## src/rtl/mult_sequencer.sv

```systemverilog
// mult_sequencer: queues unsigned 16x16 operand pairs and runs them one at a
// time through an external multiplier. Each run clears the multiplier, sends
// a start pulse, waits for done and holds the result until it is accepted.
// A pair with a zero operand skips the multiplier and returns 0 directly.
// Optional feature macro: MULT_SEQ_TIMEOUT_EN adds a WAIT watchdog that
// returns out_product=0 with out_err=1 after TIMEOUT_CYCLES WAIT cycles.
//
// state | meaning
// IDLE  | pop the next pair if the FIFO holds one
// CLEAR | mul_res_n low for one cycle
// START | mul_start high for one cycle
// WAIT  | wait for mul_done (ignored in the first WAIT cycle)
// HOLD  | out_valid high until out_ready
module mult_sequencer #(
    parameter int FIFO_DEPTH     = 4,
    parameter int TIMEOUT_CYCLES = 1024
) (
    input  logic        clk,
    input  logic        res,
    input  logic        in_valid,
    output logic        in_ready,
    input  logic [15:0] in_a,
    input  logic [15:0] in_b,
    output logic        mul_res_n,
    output logic        mul_start,
    output logic [15:0] mul_arg1,
    output logic [15:0] mul_arg2,
    input  logic        mul_done,
    input  logic [31:0] mul_product,
    output logic        out_valid,
    input  logic        out_ready,
    output logic [31:0] out_product,
    output logic        out_err
);

    localparam int AW = $clog2(FIFO_DEPTH);

    typedef enum logic [2:0] {S_IDLE, S_CLEAR, S_START, S_WAIT, S_HOLD} state_t;

    state_t      state_q, state_d;
    logic [31:0] fifo_mem_q [FIFO_DEPTH];
    logic [AW:0] wr_ptr_q, rd_ptr_q;
    logic        fifo_empty, fifo_full, push, pop;
    logic [15:0] head_a, head_b;
    logic [15:0] arg1_q, arg1_d, arg2_q, arg2_d;
    logic [31:0] prod_q, prod_d;
    logic        wait_first_q, wait_first_d;

    assign fifo_empty = (wr_ptr_q == rd_ptr_q);
    assign fifo_full  = (wr_ptr_q[AW] != rd_ptr_q[AW]) &&
                        (wr_ptr_q[AW-1:0] == rd_ptr_q[AW-1:0]);
    assign pop        = (state_q == S_IDLE) && !fifo_empty;
    // A pop frees a slot this cycle, so a full FIFO can still take a push.
    assign in_ready   = !fifo_full || pop;
    assign push       = in_valid && in_ready;
    assign {head_a, head_b} = fifo_mem_q[rd_ptr_q[AW-1:0]];

    // FIFO storage, written on every accepted push.
    always_ff @(posedge clk) begin
        if (push) begin
            fifo_mem_q[wr_ptr_q[AW-1:0]] <= {in_a, in_b};
        end
    end

    // FIFO pointers.
    always_ff @(posedge clk) begin
        if (res) begin
            wr_ptr_q <= '0;
            rd_ptr_q <= '0;
        end else begin
            if (push) wr_ptr_q <= wr_ptr_q + 1'b1;
            if (pop)  rd_ptr_q <= rd_ptr_q + 1'b1;
        end
    end

`ifdef MULT_SEQ_TIMEOUT_EN
    localparam int CW = $clog2(TIMEOUT_CYCLES + 1);
    logic [CW-1:0] cnt_q, cnt_d;
    logic          err_q, err_d;

    // Watchdog down-counter and error flag.
    always_ff @(posedge clk) begin
        if (res) begin
            cnt_q <= '0;
            err_q <= 1'b0;
        end else begin
            cnt_q <= cnt_d;
            err_q <= err_d;
        end
    end

    assign out_err = err_q;
`else
    assign out_err = 1'b0;
`endif

    // State, operand and result registers.
    always_ff @(posedge clk) begin
        if (res) begin
            state_q      <= S_IDLE;
            arg1_q       <= '0;
            arg2_q       <= '0;
            prod_q       <= '0;
            wait_first_q <= 1'b0;
        end else begin
            state_q      <= state_d;
            arg1_q       <= arg1_d;
            arg2_q       <= arg2_d;
            prod_q       <= prod_d;
            wait_first_q <= wait_first_d;
        end
    end

    // Next-state and register updates.
    always_comb begin
        state_d      = state_q;
        arg1_d       = arg1_q;
        arg2_d       = arg2_q;
        prod_d       = prod_q;
        wait_first_d = wait_first_q;
`ifdef MULT_SEQ_TIMEOUT_EN
        cnt_d        = cnt_q;
        err_d        = err_q;
`endif
        unique case (state_q)
            S_IDLE: begin
                if (pop) begin
                    if (head_a == 16'd0 || head_b == 16'd0) begin
                        prod_d  = '0;
`ifdef MULT_SEQ_TIMEOUT_EN
                        err_d   = 1'b0;
`endif
                        state_d = S_HOLD;
                    end else begin
                        arg1_d  = head_a;
                        arg2_d  = head_b;
                        state_d = S_CLEAR;
                    end
                end
            end
            S_CLEAR: state_d = S_START;
            S_START: begin
                wait_first_d = 1'b1;
`ifdef MULT_SEQ_TIMEOUT_EN
                cnt_d        = CW'(TIMEOUT_CYCLES - 1);
`endif
                state_d      = S_WAIT;
            end
            S_WAIT: begin
                wait_first_d = 1'b0;
                if (!wait_first_q && mul_done) begin
                    prod_d  = mul_product;
`ifdef MULT_SEQ_TIMEOUT_EN
                    err_d   = 1'b0;
`endif
                    state_d = S_HOLD;
                end
`ifdef MULT_SEQ_TIMEOUT_EN
                else if (cnt_q == '0) begin
                    prod_d  = '0;
                    err_d   = 1'b1;
                    state_d = S_HOLD;
                end else begin
                    cnt_d = cnt_q - 1'b1;
                end
`endif
            end
            S_HOLD: begin
                if (out_ready) state_d = S_IDLE;
            end
            default: state_d = S_IDLE;
        endcase
    end

    assign mul_res_n   = !(res || state_q == S_CLEAR);
    assign mul_start   = (state_q == S_START);
    assign mul_arg1    = arg1_q;
    assign mul_arg2    = arg2_q;
    assign out_valid   = (state_q == S_HOLD);
    assign out_product = prod_q;

endmodule
```

## config.mk

```make
export PLATFORM = sky130hd
export DESIGN_NAME = mult_sequencer
export DESIGN_NICKNAME = d
export VERILOG_FILES = /design/src/rtl/mult_sequencer.sv
export SDC_FILE = /design/constraint.sdc
export NUM_CORES = 1
export LEC_CHECK = 0
export CAP_MARGIN = 40
export CORE_ASPECT_RATIO = 0.5
export CORE_MARGIN = 2
export CORE_UTILIZATION = 35
export DETAILED_ROUTE_END_ITERATION = 6
export GPL_TIMING_DRIVEN = 1
export PLACE_DENSITY = 0.6
export RECOVER_POWER = 100
export SYNTH_ARGS = -nofsm -noshare
export SYNTH_HDL_FRONTEND = slang
export SYNTH_SLANG_ARGS = --single-unit
```

## constraint.sdc

```tcl
create_clock -name clk -period 3.1 [get_ports clk]
set_input_delay 0.775 -clock clk [delete_from_list [all_inputs] [get_ports clk]]
set_output_delay 0.775 -clock clk [all_outputs]
set_load 0.02 [all_outputs]
```

== Word level (Yosys, flattened, before mapping) ==
Memories as Yosys holds them, arrays and structs flattened. A register that Yosys moved wholly into a read port is not among the register bits.
Index checks and enable logic that the tools add are counted.

* Register bits after elaboration: 74
* Bits in writable memories: 128
* Output and inout port bits: 69
* Word-level logic and storage cells: 55
* Memories kept: 1

* Add/subtract/negate cells: 2
* Equality and inequality tests: 11
* Multiplexer cells: 14
* Bitwise operators: 1
* Reduce and logical (&&, ||, !) cells: 19

{| class="wikitable"
|+ Memory list
! name !! words !! bits a word !! rd ports !! clocked after Yosys merged registers in !! write ports !! RTL line !! RTL
|-
| fifo_mem_q || 4 || 32 || 1 || 1 || 1 || 41 || <nowiki>logic [31:0] fifo_mem_q [FIFO_DEPTH];</nowiki>
|}

{| class="wikitable"
|+ Operators by type and width
! operator !! count
|-
| 32-bit 2-to-1 mux || 3
|-
| 32-bit case mux with 2 select lines || 1
|-
| 16-bit zero test || 2
|-
| 3-bit case mux with 5 select lines || 1
|-
| 3-bit 2-to-1 mux || 4
|-
| 3-bit by 1-bit adder with 3-bit output (second input constant) || 2
|-
| 3-bit by 2-bit equality test with 1-bit output (second input constant) || 2
|-
| 3-bit AND reduction || 2
|-
| 1-bit logical AND || 4
|-
| 1-bit zero test || 4
|-
| 2-bit 2-to-1 mux || 2
|-
| 2-bit by 1-bit != test with 1-bit output (second input constant) || 2
|-
| 2-bit != test (second input constant) || 2
|-
| 4-bit AND reduction || 1
|-
| 2-bit nonzero test || 2
|-
| 3-bit by 1-bit equality test with 1-bit output (second input constant) || 1
|-
| 3-bit equality test || 1
|-
| 3-bit equality test (second input constant) || 1
|-
| 3-bit zero test || 1
|-
| 1-bit logical OR || 3
|-
| 2-bit equality test || 1
|-
| 1-bit 2-to-1 mux || 2
|-
| 1-bit case mux with 2 select lines || 1
|-
| 1-bit != test || 1
|-
| 1-bit NOT || 1
|}

== Logic depth before layout (Yosys ltp) ==
Gate-level depths: netlist (run 1).

* Depth in word-level cells: 7
* Mapped depth: 9
* Gate-level depth less buffers: 5

== Least setup slack after synthesis (run 1) ==
OpenSTA, ideal clock, no wires.

* Kind: register to register
* Start: register with a tool-made name
* End: register prod_q[23], in the netlist out_product[23]
* Data arrival time: 2485 ps
* Required time: 2983 ps
* Setup slack: 497 ps
* Cell stages (with the launch flop): 9
* Buffers on the path: 3
* Cells stage by stage: dfxtp_1 -> buf_6 -> buf_4 -> mux4_2 -> nor4_1 -> nand4_1 -> a311o_2 -> buf_6 -> a32o_1

{| class="wikitable"
|+ RTL lines
! element !! RTL line !! RTL
|-
| end signal: assignment || 109 || <nowiki>prod_q <= prod_d;</nowiki>
|-
| end: declaration || 46 || <nowiki>logic [31:0] prod_q, prod_d;</nowiki>
|}

== Worst setup path in the final report (run 1) ==
* Start: register state_q[2]
* End: output out_valid

* Cells in the longest elaborated chain, start to end: 1

{| class="wikitable"
|+ Ends and longest elaborated chain
! element !! RTL line !! RTL
|-
| start: declaration || 40 || <nowiki>state_t state_q, state_d;</nowiki>
|-
| start signal: assignment || 106 || <nowiki>state_q <= state_d;</nowiki>
|-
| 3-bit equality test || 179 || <nowiki>assign out_valid = (state_q == S_HOLD);</nowiki>
|-
| end: declaration || 30 || <nowiki>output logic out_valid,</nowiki>
|}

No other way between the ends.

==> flow_summary.ini, run 1 <==
[routing]
drt_iter0_markers = 573
wl_um = 19430
antenna_left = 0
num_vias = 4991
wl_per_cell_um = 20.80
drc_errors = 0
post_drt_via_cell_ratio = 5.344
dr.pass1.iters = 5

[placement]
numPortBuffers = 136
dp_slack_ns = 0.01858
post_dp_cell_area_um2 = 9482
dp_hpwl_um = 12150
place_inst = 893
place.gp.congestion = 0.7526

[die]
die_w_um = 213.8
core_um2 = 21630
initial_utilization_pct = 35.62
io_pins = 138
dieArea_um2 = 23290
die_h_um = 108.9
std_cell_rows = 38

[sta]
hold_viol = 0
fmax_mhz = 334.2
tns_ns = 0
rsz0062_at_grt = no
tightest_slew_ns = 1.032
finClkSkew_ns = 0.01365
fin_crit_ns = 2.993
setup_viol = 0
setup_ws_ns = 0.1075
max_slew_margin_pct = 31.18
fin_crit_sh_pct = 96.53
slew_violations = 0
holdWs_ns = 0.4691

[yosys]
synth_nets = 553
synth-seq-area-share_pct = 69.62
synth_edf_count = 128
synthArstFlopShare_pct = 0
yosys.area.top_type_share_pct = 49.88
synth_top_cell_by_area = edfxtp_1
ys_ff_latch = 204
synthCells = 479
post-synth-top-count-cell = edfxtp_1
synth_area_leaders = edfxtp_1 50%, dfxtp_1 20%, mux4_2 9.4%, a32o_1 4.2%, o31ai_1 3.2%
yosysWarnings = 0
yosys-top-cells-count = 128 x edfxtp_1, 76 x dfxtp_1, 37 x a21oi_1
syn_area_um2 = 7706
ys.flop_type = edfxtp_1
synth.avg_cell_area_um2 = 16.09
ys_types = 32

[critical_path]
path_max_fanout = 7
ff2ff_setup_slack_ns = 0.21
critPathKind = reg -> out
crit_slowest_cell = dlygate4sd3_1
worstSetupStartpointType = flop
critical_path.top_delay_family = buffers and inverters
worstPathCellList = inv_1 > nor3_1 > dlygate4sd3_1
cp_data_arrival_time_ns = 2.22
critPathMaxStageDelay_ns = 0.75
worst_ep_required_time_ns = 2.32
end_kind = primary output
crit_buf_inv = 2

[pwr]
cellPowerDensity_nw_per_um2 = 825.8
irDropWorstVdd_uv = 493.7
finalPower_mw = 8.370
p_leak_nw = 3.524

[outcome]
status = finished, final reports clean

[global_routing]
grt_max_degree = 46
grt-ovfl-total = 0
antenna_found_initial = 1
grt_pass1_wl_um = 28010
globalRouteTotalUtil_pct = 16.05
grt_pass1_vias = 4727

[worst_hold_path]
timing.hold.worst.class = reg -> reg

[cells_and_area]
drive_gt1_share_pct = 14.38
fin_area_um2 = 10140
seq_area_um2 = 5366
instances_no_fill = 934
finalNetCount = 693
area_delta_synth_final_pct = 31.53
post-route-util_pct = 46.85
n_fill_cell = 1929
multi_input_area_um2 = 2138

[clock_tree]
cts_tree = done
cts_sinks = 204
ctsHoldBuffers = 0
htree_levels = 1
cts_buffer_depth = 3
cts_buffers = 20
insertion_delay_ns = 0.50
root_buffer = clkbuf_16
cts.clk_slew.worst_paths_ns = 0.06

[flow_run]
maxCapViolCount = 0
==> kinds of logic (layout without fill, tap and decap cells) <==
family          count (synthesis)  count (layout)  share of synthesized area, %
other cells                     1               2                       0.04866
xor+xnor                        8               8                        0.9093
simple gates                   74              74                         5.894
compound gates                107             109                         10.33
flops                         204             204                         69.62
fa+ha+maj                       5               5                        0.8118
mux                            32              32                         9.352
buf+inv                        48             200                         3.036
==> path summary, 6_finish.rpt <==
check                            startpoint              to  cells past startpoint
worst max-delay path             state_q[2]       out_valid                      3
worst min-delay path            mul_arg1[0]     mul_arg1[0]                      2
worst max register to register         flop  out_product[8]                      7
worst min register to register  mul_arg1[0]     mul_arg1[0]                      2
==> per-layer routing <==
layer | up-vias | wire length, um | global-route usage, %
li1 | 2251 | - | -
met1 | 2488 | 8360 | 22.03
met2 | 219 | 8749 | 24.93
met3 | 33 | 1901 | 4.637
met4 | 0 | 416 | 4.613
met5 | - | 0 | 0
==> area by class of cell <==
| class | count | area share [%] |
|---|---|---|
| flip-flops and latches | 204 | 52.94 |
| multi-input cells | 229 | 21.10 |
| repair buffers | 158 | 15.15 |
| clock buffers | 26 | 5.555 |
| well taps | 300 | 3.703 |
| clock inverters | 10 | 1.308 |
| inverters | 6 | 0.2222 |
| diodes | 1 | 0.02469 |
==> tightest hold or removal path, stage by stage, from the launching register on <==
cell and delay (ns):
dfxtp_1 0.31, o31ai_1 0.06, a21oi_1 0.06
==> placed cells by master, fill, tap and decap left out, drive strengths merged, types with 4 or more instances in the layout <==
master / n
clkdlybuf4s50: 36
ha: 5
and2: 4
dlygate4sd3: 100
nor4: 9
a21oi: 37
edfxtp: 128
nand2: 4
a32o: 32
mux4: 32
clkbuf: 35
inv: 6
dfxtp: 76
o31ai: 33
xnor2: 6
nand4: 35
clkinv: 7
nor2: 12
buf: 13
==> power breakdown <==
group,total (mW),switching [mW],internal (mW),leakage [nW]
Sequential,3.38,0.179,3.20,1.79
Combinational,2.45,1.43,1.01,1.39
Clock,2.55,1.01,1.53,0.343
==> flip-flops by register name, summed over array words and instances, names as in the netlist, named ones only <==
register      count
rd_ptr_q          3
fifo_mem_q      128
mul_arg1         16
state_q           3
wr_ptr_q          3
mul_arg2         16
out_product      32
wait_first_q      1
==> what timing repair did <==
item | 4_1_cts | 5_1_grt
buffers inserted | 0 | 2
endpoints found under the setup margin | 0 | 32
gates resized for setup | 0 | 1
Note: power is estimated with default switching activity, not from simulation.
==> inputs of run 2 (changes only) <==
--- a/config.mk
+++ b/config.mk
@@ -16,3 +16,4 @@
 export SYNTH_ARGS = -nofsm -noshare
 export SYNTH_HDL_FRONTEND = slang
 export SYNTH_SLANG_ARGS = --single-unit
+export TNS_END_PERCENT = 1
==> results of run 2 <==
The final DEF is identical to that of run 1; final timing and power are the same.
==> inputs of run 3 (changes only) <==
--- a/config.mk
+++ b/config.mk
@@ -8,10 +8,10 @@
 export CAP_MARGIN = 40
 export CORE_ASPECT_RATIO = 0.5
 export CORE_MARGIN = 2
-export CORE_UTILIZATION = 35
+export CORE_UTILIZATION = 40
 export DETAILED_ROUTE_END_ITERATION = 6
 export GPL_TIMING_DRIVEN = 1
-export PLACE_DENSITY = 0.6
+export PLACE_DENSITY = 0.66
 export RECOVER_POWER = 100
 export SYNTH_ARGS = -nofsm -noshare
 export SYNTH_HDL_FRONTEND = slang
==> flow_summary.ini, run 3 (same netlist as run 1, synthesis figures left out) <==
[critical_path]
worst_ep_required_time_ns = 2.32
end_kind = primary output
worstSetupStartpointType = input port
crit_top_cell = dlygate4sd3_1
crit_slowest_cell = dlygate4sd3_1
worstPathCellList = dlygate4sd3_1 > a31oi_1 > dlygate4sd3_1
critical_path.top_delay_family = buffers and inverters
cp_data_arrival_time_ns = 2.27
path_max_fanout = 2
critPathMaxStageDelay_ns = 0.71
crit_buf_inv = 2
critPathKind = in -> out

[clock_tree]
cts_buffers = 20
cts_setup_buffers = 0
insertion_delay_ns = 0.50
ctsHoldBuffers = 0
cts.clk_slew.worst_paths_ns = 0.06
cts_buffer_depth = 3
cts_tree = done
htree_levels = 1
cts_resized = 0
root_buffer = clkbuf_16
cts_sinks = 204

[placement]
place.gp.congestion = 0.7809
post_dp_cell_area_um2 = 9410
numPortBuffers = 136
dp_hpwl_um = 11410

[pwr]
irDropWorstVdd_uv = 386.5
finalPower_mw = 8.469
p_leak_nw = 3.541
cellPowerDensity_nw_per_um2 = 838.2

[sta]
rsz0062_at_grt = no
max_slew_margin_pct = 33.19
tightest_slew_ns = 1.002
setup_viol = 0
holdWs_ns = 0.4695
fin_crit_ns = 3.044
finClkSkew_ns = 0.01562
tns_ns = 0
fin_crit_sh_pct = 98.19
fmax_mhz = 328.5
slew_violations = 0
hold_viol = 0

[routing]
wl_um = 17650
num_vias = 4873
post_drt_via_cell_ratio = 5.488
drc_errors = 0
drt_iter0_markers = 340
wl_per_cell_um = 19.87
antenna_left = 0
dr.pass1.iters = 5

[cells_and_area]
final_common_cell = edfxtp_1
n_fill_cell = 1519
most-common-layout-cells = 128 x edfxtp_1, 101 x dlygate4sd3_1, 75 x dfxtp_1
fin_area_um2 = 10100
post-route-util_pct = 54.16
drive_gt1_share_pct = 14.97
finalNetCount = 688
area_delta_synth_final_pct = 31.11
largest_register_ff_count = 128

[global_routing]
grt_pass1_wl_um = 26890
grt_pass1_vias = 4643
antenna_found_initial = 1
globalRouteTotalUtil_pct = 17.06
grt_max_degree = 46
grt-ovfl-total = 0

[flow_run]
maxCapViolCount = 0

[die]
core_um2 = 18660
die_w_um = 200.3
die_h_um = 102.1
std_cell_rows = 35
initial_utilization_pct = 41.31
dieArea_um2 = 20460
io_pins = 138

[worst_hold_path]
timing.hold.worst.class = reg -> reg

[outcome]
status = finished, final reports clean
[run 3: cell type report]
class,instances,area [um2],share of cell area [%]
timing repair buffer,155,1516,15.01
clock buffer,21,504.2,4.991
tap,259,324.1,3.207
inverter,6,22.52,0.2229
sequential,204,5366,53.11
clock inverter,15,249.0,2.464
multi-input combinational,227,2118,20.97
antenna,1,2.502,0.02477
[run 3: layer usage]
layer,GRT usage (%),vias up,part of all wire (%)
met1,24.43,2436,47
met4,3.818,0,1.4
met3,3.603,22,7.1
met2,27.16,179,45
li1,-,2236,-
met5,0,-,0
[run 3: worst paths after layout]
path,startpoint,end,slack (ns),depth (start not counted)
worst max-delay path,res,mul_res_n,0.06,3
worst min-delay path,mul_arg1[0],mul_arg1[0],0.47,2
worst max register to register,flop,out_product[20],0.17,6
worst min register to register,mul_arg1[0],mul_arg1[0],0.47,2
[run 3: power by group]
part / switching (mW) / total (mW) / leakage (nW) / internal, mW
logic: 1.37 / 2.37 / 1.38 / 1.00
clock network: 1.03 / 2.74 / 0.368 / 1.70
registers: 0.160 / 3.36 / 1.79 / 3.20
total: 2.57 / 8.47 / 3.54 / 5.90
[run 3: worst min-delay path: stages (launching register included)]
cell	delay, ns
dfxtp_1	0.31
o31ai_1	0.06
a21oi_1	0.06
[run 3: metrics by stage]
stage	cells	worst slack [ns]
floorplan	479	0.4972
global placement	851	0.2202
detailed placement	851	0.1884
CTS	887	0.1797
global route	888	0.04487
finish	888	0.05596
